[config.mk]
export PLATFORM = sky130hd
export DESIGN_NAME = fb_write_arbiter
export DESIGN_NICKNAME = d
export VERILOG_FILES = /design/src/rtl/fb_write_arbiter.sv
export SDC_FILE = /design/constraint.sdc
export NUM_CORES = 1
export LEC_CHECK = 0
export CAP_MARGIN = 10
export CORE_ASPECT_RATIO = 0.5
export CORE_UTILIZATION = 41
export DETAILED_ROUTE_END_ITERATION = 8
export PLACE_DENSITY = 0.86
export SYNTH_ARGS = -nofsm -noshare
export SYNTH_HDL_FRONTEND = slang
export SYNTH_SLANG_ARGS = --single-unit
[constraint.sdc]
create_clock -name clk_i -period 3.6 [get_ports clk_i]
set_clock_uncertainty 0.2 [all_clocks]
set_input_delay 0.72 -clock clk_i [delete_from_list [all_inputs] [get_ports clk_i]]
set_output_delay 0.72 -clock clk_i [all_outputs]
set_load 0.01 [all_outputs]
[src/rtl/fb_write_arbiter.sv]
// Purpose: round-robin arbiter sharing one frame-buffer write port among NUM_REQ pixel producers, with burst ownership and a burst-length cap.
// Latency: req->gnt 1 cycle from IDLE; owner wr_en->fb_we 1 cycle (registered addr/data/we); at least one idle cycle between owners.
// Backpressure: requesters watch gnt; the owner loses the port on last, on dropping req, or when MAX_BURST is hit while another requester waits.
//   Optional build macro FB_ARB_VBLANK_GATE_EN: new grants are only issued while vblank_i is high.
module fb_write_arbiter #(
   parameter int NUM_REQ   = 3,
   parameter int ADDR_W    = 15,
   parameter int DATA_W    = 24,
   parameter int MAX_BURST = 256
) (
   input  logic                      clk_i,
   input  logic                      rst_i,
   input  logic [NUM_REQ-1:0]        req_i,
   input  logic [NUM_REQ-1:0]        last_i,
   input  logic [NUM_REQ-1:0]        wr_en_i,
   input  logic [NUM_REQ*ADDR_W-1:0] wr_addr_i,
   input  logic [NUM_REQ*DATA_W-1:0] wr_data_i,
   input  logic                      vblank_i,
   output logic [NUM_REQ-1:0]        gnt_o,
   output logic [ADDR_W-1:0]         fb_addr_o,
   output logic [DATA_W-1:0]         fb_data_o,
   output logic                      fb_we_o,
   output logic                      busy_o
);

   localparam int PW = (NUM_REQ > 1) ? $clog2(NUM_REQ) : 1;
   localparam int BW = (MAX_BURST > 1) ? $clog2(MAX_BURST) : 1;

   localparam logic [0:0] S_IDLE = 1'b0;
   localparam logic [0:0] S_OWN  = 1'b1;

   // Beat count at which the current write is the last one allowed before yielding.
   localparam logic [BW-1:0] CAP = BW'(MAX_BURST - 1);

   logic [0:0]         state_q, state_d;
   logic [NUM_REQ-1:0] gnt_q, gnt_d;
   logic [PW-1:0]      rr_ptr_q, rr_ptr_d;
   logic [BW-1:0]      beat_cnt_q, beat_cnt_d;
   logic               fb_we_q, fb_we_d;
   logic [ADDR_W-1:0]  fb_addr_q, fb_addr_d;
   logic [DATA_W-1:0]  fb_data_q, fb_data_d;

   logic               win_vld;
   logic [PW-1:0]      win_idx;
   int                 cand;
   logic               grant_ok;

   logic               own_wr;
   logic               own_last;
   logic               own_req;
   logic [ADDR_W-1:0]  own_addr;
   logic [DATA_W-1:0]  own_data;
   logic               other_pend;
   logic               burst_end;

`ifdef FB_ARB_VBLANK_GATE_EN
   // New owners only start during vertical blank; running bursts are not cut.
   assign grant_ok = vblank_i;
`else
   logic unused_vblank;
   assign unused_vblank = vblank_i;
   assign grant_ok      = 1'b1;
`endif

   // Round-robin pick: first asserted request after the last winner, wrapping.
   always_comb begin
      win_vld = 1'b0;
      win_idx = rr_ptr_q;
      cand    = 0;
      for (int k = 1; k <= NUM_REQ; k++) begin
         cand = int'(rr_ptr_q) + k;
         if (cand >= NUM_REQ) begin
            cand = cand - NUM_REQ;
         end
         if (!win_vld && req_i[cand]) begin
            win_vld = 1'b1;
            win_idx = PW'(cand);
         end
      end
   end

   // Select the current owner's strobes and payload using the one-hot grant.
   always_comb begin
      own_wr   = 1'b0;
      own_last = 1'b0;
      own_req  = 1'b0;
      own_addr = '0;
      own_data = '0;
      for (int i = 0; i < NUM_REQ; i++) begin
         if (gnt_q[i]) begin
            own_wr   = wr_en_i[i];
            own_last = last_i[i];
            own_req  = req_i[i];
            own_addr = wr_addr_i[i*ADDR_W +: ADDR_W];
            own_data = wr_data_i[i*DATA_W +: DATA_W];
         end
      end
   end

   assign other_pend = |(req_i & ~gnt_q);

   // The owner yields on its last write, on dropping req, or on the capped beat while someone waits.
   assign burst_end = (own_wr && own_last) || !own_req ||
                      (own_wr && (beat_cnt_q == CAP) && other_pend);

   // Next-state: grant selection in IDLE, write forwarding and burst accounting in OWN.
   always_comb begin
      state_d    = state_q;
      gnt_d      = gnt_q;
      rr_ptr_d   = rr_ptr_q;
      beat_cnt_d = beat_cnt_q;
      fb_we_d    = 1'b0;
      fb_addr_d  = fb_addr_q;
      fb_data_d  = fb_data_q;
      case (state_q)
         S_IDLE: begin
            if (win_vld && grant_ok) begin
               state_d    = S_OWN;
               gnt_d      = {{(NUM_REQ-1){1'b0}}, 1'b1} << win_idx;
               rr_ptr_d   = win_idx;
               beat_cnt_d = '0;
            end
         end
         S_OWN: begin
            if (own_wr) begin
               fb_we_d    = 1'b1;
               fb_addr_d  = own_addr;
               fb_data_d  = own_data;
               beat_cnt_d = (beat_cnt_q == CAP) ? '0 : beat_cnt_q + 1'b1;
            end
            if (burst_end) begin
               state_d = S_IDLE;
               gnt_d   = '0;
            end
         end
         default: begin
            state_d = S_IDLE;
            gnt_d   = '0;
         end
      endcase
   end

   // State registers; reset drops any in-flight write and makes requester 0 win first.
   always_ff @(posedge clk_i) begin
      if (rst_i) begin
         state_q    <= S_IDLE;
         gnt_q      <= '0;
         rr_ptr_q   <= PW'(NUM_REQ - 1);
         beat_cnt_q <= '0;
         fb_we_q    <= 1'b0;
         fb_addr_q  <= '0;
         fb_data_q  <= '0;
      end else begin
         state_q    <= state_d;
         gnt_q      <= gnt_d;
         rr_ptr_q   <= rr_ptr_d;
         beat_cnt_q <= beat_cnt_d;
         fb_we_q    <= fb_we_d;
         fb_addr_q  <= fb_addr_d;
         fb_data_q  <= fb_data_d;
      end
   end

   assign gnt_o     = gnt_q;
   assign fb_we_o   = fb_we_q;
   assign fb_addr_o = fb_addr_q;
   assign fb_data_o = fb_data_q;
   assign busy_o    = (state_q == S_OWN);

endmodule
# Yosys cells after proc, flatten, opt, wreduce, memory -nomap -nowiden
# Cells that the tools add are included.
totals:
  reg_bits: 54
  input_bits: 129
  output_inout_bits: 44
classes:
  reduce_logical: 16
  n_addsub: 7
  order_cmp: 6
  shifts: 1
  muxes: 44
  eq_ne: 4
  bitwise_logic: 3
op_table:
  columns: ["cell", "n"]
  rows:
  - ["< comparator 32 x 4 -> 1 bit, second input constant", 3]
  - ["two-way mux 32 bit", 3]
  - ["two-way mux 24 bit", 3]
  - ["two-way mux 15 bit", 3]
  - ["two-way mux 8 bit", 3]
  - ["two-way mux 1 bit", 21]
  - ["case mux 8 bit (2 select lines)", 1]
  - ["subtractor 3 x 2 -> 4 bit, second input constant", 3]
  - [">= comparator 3 x 2 -> 1 bit, second input constant", 3]
  - ["adder 8 x 1 -> 8 bit, second input constant", 1]
  - ["equality test 8 bit, second input constant", 1]
  - ["AND reduction 2 bit", 4]
  - ["adder 2 x 2 -> 3 bit, second input constant", 2]
  - ["binary-select mux 1 bit (select 2 bit)", 3]
  - ["two-way mux 2 bit", 3]
  - ["two-way mux 3 bit", 2]
  - ["case mux 3 bit (2 select lines)", 1]
  - ["logical AND 1 bit", 5]
  - ["!= test 2 x 1 -> 1 bit, second input constant", 2]
  - ["adder 2 x 1 -> 3 bit, second input constant", 1]
  - ["bitwise AND 3 bit", 1]
  - ["zero test 1 bit", 3]
  - ["inverter 3 bit", 1]
  - ["OR reduction 3 bit", 1]
  - ["6 further kinds", 7]

# Logic depth before layout (Yosys ltp)
# Gate-level depths: netlist of the first run.
depth:
  ltp_word: 16
  mapped_depth: 10

# Worst setup path before layout of the first run
# No wires, ideal clock.
synth_timing:
  kind: "reg2reg"
  start: "reg rr_ptr_q[0]"
  end: "reg gnt_q[2], in the netlist gnt_o[2]"
  t_arrival_ns: 2.093
  required_time_ns: 3.281
  setup_ns: 0.119
  path_buffers: 3
  path_stages_with_launch: 11
  synth_period_minus_slack_ns: 2.412
  setup_slack_ns: 1.188
  cell_sequence: "dfxtp_1 > clkbuf_1 > inv_1 > ha_1 > buf_2 > nor3b_1 > a311oi_2 > a41o_1 > buf_4 > nor2_1 > a2bb2o_2"
synth_via:
  elab_chain_cells: 16
  word_cells_on_any_way: 36
  cone_classes: "add/sub: 6; order compare: 3; eq/ne: 1; shift: 1; mux: 20; reduce/logical: 5"
synth_rtl:
  columns: ["element", "line", "text"]
  rows:
  - ["from (decl)", "37", "logic [PW-1:0] rr_ptr_q, rr_ptr_d;"]
  - ["from (signal assigned)", "148", "rr_ptr_q <= PW'(NUM_REQ - 1);"]
  - ["from (signal assigned)", "156", "rr_ptr_q <= rr_ptr_d;"]
  - ["adder 2 x 1 -> 3 bit", "71", "cand = int'(rr_ptr_q) + k;"]
  - ["subtractor 3 x 2 -> 4 bit / >= comparator 3 x 2 -> 1 bit (equally long branches)", "73, 72", null]
  - ["two-way mux 32 bit", "72", "if (cand >= NUM_REQ) begin"]
  - ["binary-select mux 1 bit (select 2 bit)", "75", "if (!win_vld && req_i[cand]) begin"]
  - ["two-way mux 1 bit (implied by the code) (2 in series)", "75", null]
  - ["two-way mux 1 bit", "75", null]
  - ["zero test 1 bit", "75", null]
  - ["logical AND 1 bit", "75", null]
  - ["two-way mux 1 bit", "75", null]
  - ["zero test 1 bit", "75", null]
  - ["logical AND 1 bit", "75", null]
  - ["two-way mux 2 bit", "75", null]
  - ["<< shifter 1 x 2 -> 3 bit", "119", "gnt_d = {{(NUM_REQ-1){1'b0}}, 1'b1} << win_idx;"]
  - ["two-way mux 3 bit", "117", "if (win_vld && grant_ok) begin"]
  - ["case mux 3 bit (2 select lines)", "115", "case (state_q)"]
  - ["to (signal assigned)", "155", "gnt_q <= gnt_d;"]
  - ["to (decl)", "36", "logic [NUM_REQ-1:0] gnt_q, gnt_d;"]
# Parallel ways exist; a longest one is shown, timed or not. The select of a mux whose other input is x is not followed.
# A chain may end at the register's enable or synchronous reset.

# Final worst setup path of the first run
layout_timing:
  start: "reg rr_ptr_q[0]"
  end: "reg gnt_q[1], in the netlist gnt_o[1]"
# Same word-level chain as after synthesis.

==> flow_metrics.py, run 1 <==
metrics = {
    "outcome": {
        "status": "finished clean",
    },
    "floorplan": {
        "die_area_um2": 7580,
        "dieHeight_um": 62.1,
        "start_util": 0.433,
        "coreArea_um2": 6830,
        "die_w_um": 122,
        "num_rows": 21,
        "ioPinCount": 173,
    },
    "placed_design": {
        "io_buffers": 171,
        "placed_area_um2": 4680,
        "gp_congestion": 0.922,
        "dp_hpwl_um": 7190,
    },
    "global_routing": {
        "grt-ovfl-total": 0,
        "grt_max_degree": 41,
        "grt_pass1_wl_um": 14800,
        "grt_pass1_vias": 3031,
        "antenna_found_initial": 0,
        "grt_usage": 0.252,
    },
    "synth": {
        "yosys.cell_types.count": 44,
        "synth-xor-area-share": 0.00296,
        "synth_simple_gate_area_share": 0.139,
        "synth_top_family_by_area": "compound AO/OA/AOI/OAI gates",
        "ys_ff_latch": 54,
        "syn-num-nets": 489,
        "ys_seq_area_frac": 0.365,
        "synth_area_per_cell_um2": 8.32,
        "netlist_instances": 356,
        "synth-compound-area-share": 0.407,
        "synth.area.mux_share": 0,
        "yosysWarnings": 0,
        "ys_async_sr_fraction": 0,
        "synth-edff-count": 0,
        "synth_adder_area_share": 0.0169,
        "ys.flop_type": "dfxtp_1",
        "syn_area_um2": 2960,
    },
    "detailed_routing": {
        "routed_via_density": 5.65,
        "drt_wl_total_um": 9850,
        "ant_nets": 0,
        "vias": 3366,
        "drt_iter0_drc": 214,
        "drc_errors": 0,
        "first_pass_iters": 4,
        "wl_per_cell_um": 16.5,
    },
    "worst_setup_path": {
        "worst_ep_required_time_ps": 3610,
        "cp-end-kind": "flop",
        "worstSetupPathType": "flop to flop",
        "r2r-start": "rr_ptr_q[0]",
        "cp_max_fo": 12,
        "worstPathArrival_ps": 2750,
        "critPathLaunch": "rr_ptr_q[0]",
        "startpoint_type": "flop",
    },
    "sta": {
        "slew_viol_final": 0,
        "rsz0062_at_grt": "no",
        "hold_viol": 0,
        "max_freq_ghz": 0.364,
        "relSlewSlack": 0.531,
        "fin_crit_sh": 0.763,
        "tns_ps": 0,
        "setup_violations": 0,
        "period_needed_ps": 2750,
        "tightestPinTransition_ps": 703,
    },
    "job": {
        "maxCapViolCount": 0,
    },
    "cts": {
        "cts_resized": 0,
        "clkLatencyLatePin_ps": 290,
        "cts_buffers": 5,
        "tritoncts": "done",
        "hold_buffers": 0,
        "cts_setup_buffers": 0,
        "cts.sinks": 54,
        "root_buffer": "clkbuf_16",
        "clk_pin_slew_ps": 70,
        "htreeDepth": 2,
        "cts_max_path_buffers": 2,
    },
    "power": {
        "p_leak_uw": 0.00164,
        "peakVddDrop_mv": 0.319,
        "powerDensity_nw_per_um2": 507,
    },
    "final_layout": {
        "fin_area_um2": 4830,
        "nFillCells": 550,
        "area_growth_pct": 63.1,
        "final_nets": 636,
        "drive_gt1_frac": 0.0496,
        "n_antenna_cell": 0,
    },
    "hold_path": {
        "hp-start": "fb_data_o[15]",
        "hold_class": "flop to flop",
    },
}
## through the flow
step	hold WS (ps)	instances	util	power [uW]	worst slack [ps]
after floorplan	269	356	-	1570	1190
after global placement	240	588	0.686	1950	675
after detailed placement	247	588	0.686	1980	634
after CTS	255	596	0.707	2460	867
after global routing	271	596	0.707	2610	680
final	254	596	0.707	2450	851
## critical path, stage by stage (launching register included)
cell      delay, ps
dfxtp_1         480
inv_1           100
ha_1            450
and3_1          220
a311oi_2        380
a41o_1          500
inv_2           110
o32ai_2         210
## flip-flops by register name, indices dropped and copies added, names as in the netlist
signal,cells
fb_data_o,24
fb_addr_o,15
beat_cnt_q,8
gnt_o,3
rr_ptr_q,2
busy_o,1
fb_we_o,1
## cell usage in the layout (no fill, tap or decap), types with 2 or more instances in the layout
cell type        synthesis  layout
inv_2                    2       2
o21ai_0                  4       4
a221o_1                 40      40
nand2b_1                 2       2
clkbuf_16                0       5
inv_1                    6       6
nor3_1                   4       4
a21oi_1                 50      50
nand3_1                 12      12
o221ai_1                 2       2
dfxtp_1                 54      54
o211ai_1                41      41
o32ai_2                  2       2
buf_4                    2       8
a31oi_1                  4       4
a21o_1                   3       3
nor4_1                   3       3
ha_1                     4       4
clkdlybuf4s50_1          0     170
and3b_1                  2       2
nor2b_1                  3       2
and3_1                   2       2
nor2_1                   9       9
nand2_1                 49      49
## where the power goes
group / switching, uW / internal (uW) / total, uW
combinational: 631 / 586 / 1220
sequential: 89.3 / 661 / 750
clock: 222 / 258 / 480
## final timing paths
check / to / slack, ps / cells past startpoint
hold reg to reg: fb_data_o[15] / 250 / 2
setup reg to reg: gnt_o[1] / 850 / 7
setup / recovery: gnt_o[1] / 850 / 7
hold / removal: fb_data_o[15] / 250 / 2
## cell type report
cell class,instances,area [um2],area share
clock inverters,3,21.3,0.00440
clock buffers,5,125,0.0259
well taps,92,115,0.0238
inverters,8,30.0,0.00622
flip-flops and latches,54,1080,0.224
multi-input cells,255,1690,0.350
repair buffers,179,1770,0.366
## per-layer routing
| metal | part of all wire | vias to the layer above | track usage |
|---|---|---|---|
| met5 | 0 | - | 0 |
| met4 | 0.0099 | 0 | 0.0610 |
| met3 | 0.065 | 9 | 0.0557 |
| met2 | 0.51 | 108 | 0.450 |
| met1 | 0.41 | 1582 | 0.319 |
| li1 | - | 1667 | - |
## cells by family after synthesis
kind of cell    count (synthesis)
flops                          54
simple gates                   91
buf+inv                        47
compound gates                159
xor+xnor                        1
fa+ha+maj                       4
## cell usage after synthesis, types with 2 or more instances
master | n | area share
dfxtp_1 | 54 | 0.37
a21oi_1 | 50 | 0.085
nand2_1 | 49 | 0.062
o211ai_1 | 41 | 0.10
a221o_1 | 40 | 0.14
clkbuf_1 | 21 | 0.027
buf_2 | 15 | 0.025
nand3_1 | 12 | 0.020
nor2_1 | 9 | 0.011
inv_1 | 6 | 0.0076
a31oi_1 | 4 | 0.0085
ha_1 | 4 | 0.017
nor3_1 | 4 | 0.0068
o21ai_0 | 4 | 0.0068
a21o_1 | 3 | 0.0076
nor2b_1 | 3 | 0.0063
nor4_1 | 3 | 0.0063
and3_1 | 2 | 0.0042
and3b_1 | 2 | 0.0059
buf_4 | 2 | 0.0051
inv_2 | 2 | 0.0025
nand2b_1 | 2 | 0.0042
o221ai_1 | 2 | 0.0059
o32ai_2 | 2 | 0.011
No activity file was read; power rests on OpenSTA's default activity.
==> run 2, diff against run 1 <==
Settings changed: CORE_UTILIZATION 41 to 38, PLACE_DENSITY 0.86 to 0.81.
Clock period 3.6 ns to 2.8 ns, I/O delays scaled along.
==> flow_metrics.py, run 2 (synthesis gave the netlist of run 1 again) <==
metrics = {
    "placed_design": {
        "io_buffers": 171,
        "gp_congestion": 0.833,
        "dp_slack_ps": 169,
        "dp_hpwl_um": 7290,
    },
    "global_routing": {
        "grt_pass1_vias": 3159,
        "grt_usage": 0.242,
        "antenna_found_initial": 0,
        "grt_max_degree": 39,
        "grt-ovfl-total": 0,
        "grtUsageMet2": 0.419,
        "top_usage_layer": "met2",
        "grt_use_met3": 0.0520,
        "grt_pass1_wl_um": 15700,
        "met1_usage": 0.304,
    },
    "cts": {
        "cts_resized": 0,
        "clk_pin_slew_ps": 70,
        "root_buffer": "clkbuf_16",
        "cts_max_path_buffers": 2,
        "hold_buffers": 0,
        "cts.sinks": 54,
        "htreeDepth": 2,
        "tritoncts": "done",
        "cts_buffers": 5,
        "cts_setup_buffers": 0,
        "clkLatencyLatePin_ps": 290,
    },
    "floorplan": {
        "die_w_um": 127,
        "ioPinCount": 173,
        "dieHeight_um": 64.4,
        "coreArea_um2": 7430,
        "num_rows": 22,
        "start_util": 0.398,
        "die_area_um2": 8170,
    },
    "final_layout": {
        "final_nets": 643,
        "drive_gt1_frac": 0.0685,
        "seq_area_um2": 1080,
        "final_common_cell": "clkdlybuf4s50_1",
        "nFillCells": 626,
        "largest_reg_flops": 24,
        "area_growth_pct": 67.1,
        "n_antenna_cell": 0,
        "mostFrequentLayoutCells": "clkdlybuf4s50_1, dfxtp_1, a21oi_1",
        "multi_input_area_um2": 1700,
    },
    "worst_setup_path": {
        "r2r_slack_ps": 360,
        "worstSetupPathType": "flop to flop",
        "r2r-end": "beat_cnt_q[1]",
        "slowest_stage": "ha_1",
        "critPathCapture": "beat_cnt_q[1]",
        "r2r-start": "rr_ptr_q[1]",
        "crit_chain": "inv_1, ha_1, and3_1, a311oi_2, a41o_1, buf_4, nand3_1, a21oi_1",
        "cp_max_fo": 12,
        "worst-r2r-cell-count": 8,
        "critPathLaunch": "rr_ptr_q[1]",
        "worst_ep_required_time_ps": 2820,
        "worstPathArrival_ps": 2470,
        "cp-end-kind": "flop",
        "startpoint_type": "flop",
        "crit_path_max_incr_delay_ps": 410,
    },
    "power": {
        "powerDensity_nw_per_um2": 693,
        "peakVddDrop_mv": 0.409,
        "p_leak_uw": 0.00171,
        "p_total_uw": 3430,
    },
    "detailed_routing": {
        "first_pass_iters": 4,
        "vias": 3404,
        "drt_iter0_drc": 217,
        "routed_via_density": 5.61,
        "ant_nets": 0,
        "drt_wl_total_um": 9810,
        "drc_errors": 0,
        "wl_per_cell_um": 16.2,
    },
    "sta": {
        "relSlewSlack": 0.546,
        "max_freq_ghz": 0.409,
        "slew_viol_final": 0,
        "hold_viol": 0,
        "setup_violations": 0,
        "tightestPinTransition_ps": 675,
        "tns_ps": 0,
        "rsz0062_at_grt": "no",
        "fin_crit_sh": 0.872,
        "finalWorstSetupSlack_ps": 358,
        "period_needed_ps": 2440,
    },
    "job": {
        "maxCapViolCount": 0,
    },
    "hold_path": {
        "hold_class": "flop to flop",
    },
    "outcome": {
        "status": "finished clean",
    },
}
[run 2: cell count changes in the layout (fill, tap and decap cells not counted), moves of 2 or more]
cell       before  now
buf_4           8   15
bufinv_16       0    2
dfxtp_1        54   52
dfxtp_2         0    2
[run 2: cell type report]
| type | count | area share |
|---|---|---|
| Timing Repair Buffer | 186 | 0.368 |
| Sequential cell | 54 | 0.219 |
| Tap cell | 96 | 0.0243 |
| Clock buffer | 6 | 0.0281 |
| Multi-Input combinational cell | 255 | 0.343 |
| Inverter | 8 | 0.00607 |
| Clock inverter | 2 | 0.0121 |
[run 2: power breakdown]
group          switching [uW]  total [uW]  internal (uW)
Combinational             861        1670            805
Clock                     281         818            537
Sequential               90.7         943            852
[run 2: how the worst min path moves through the flow]
stage | start | to | cells after the start
6_report | fb_data_o[3] | fb_data_o[3] | 2
5_1_grt | fb_data_o[20] | fb_data_o[20] | 2
4_1_cts | fb_addr_o[5] | fb_addr_o[5] | 2
3_5_place_dp | fb_addr_o[5] | fb_addr_o[5] | 2
3_3_place_gp | fb_data_o[11] | fb_data_o[11] | 2
2_1_floorplan | beat_cnt_q[1] | beat_cnt_q[1] | 2
[run 2: worst max-delay path, delay by kind of cell (launching register included)]
| kind | cells | cell delay [ps] |
|---|---|---|
| adders and majority gates | 1 | 410 |
| buffers and inverters | 2 | 290 |
| DFF | 1 | 380 |
| and+or+nand+nor | 2 | 290 |
| AOI/OAI and AO/OA | 3 | 810 |
[run 2: metrics by stage]
stage | cell area [um2] | utilization | cells | hold WS, ps
2_1_floorplan | 2960 | - | 356 | 269
3_3_place_gp | 4750 | 0.639 | 599 | 242
3_5_place_dp | 4750 | 0.639 | 599 | 246
4_1_cts | 4950 | 0.666 | 607 | 256
5_1_grt | 4950 | 0.666 | 607 | 275
6_report | 4950 | 0.666 | 607 | 253
[run 2: layer usage]
metal,vias to the layer above,routed length [um]
met2,95,4910
met5,-,0
met1,1610,4280
li1,1685,-
met3,14,461
met4,0,155
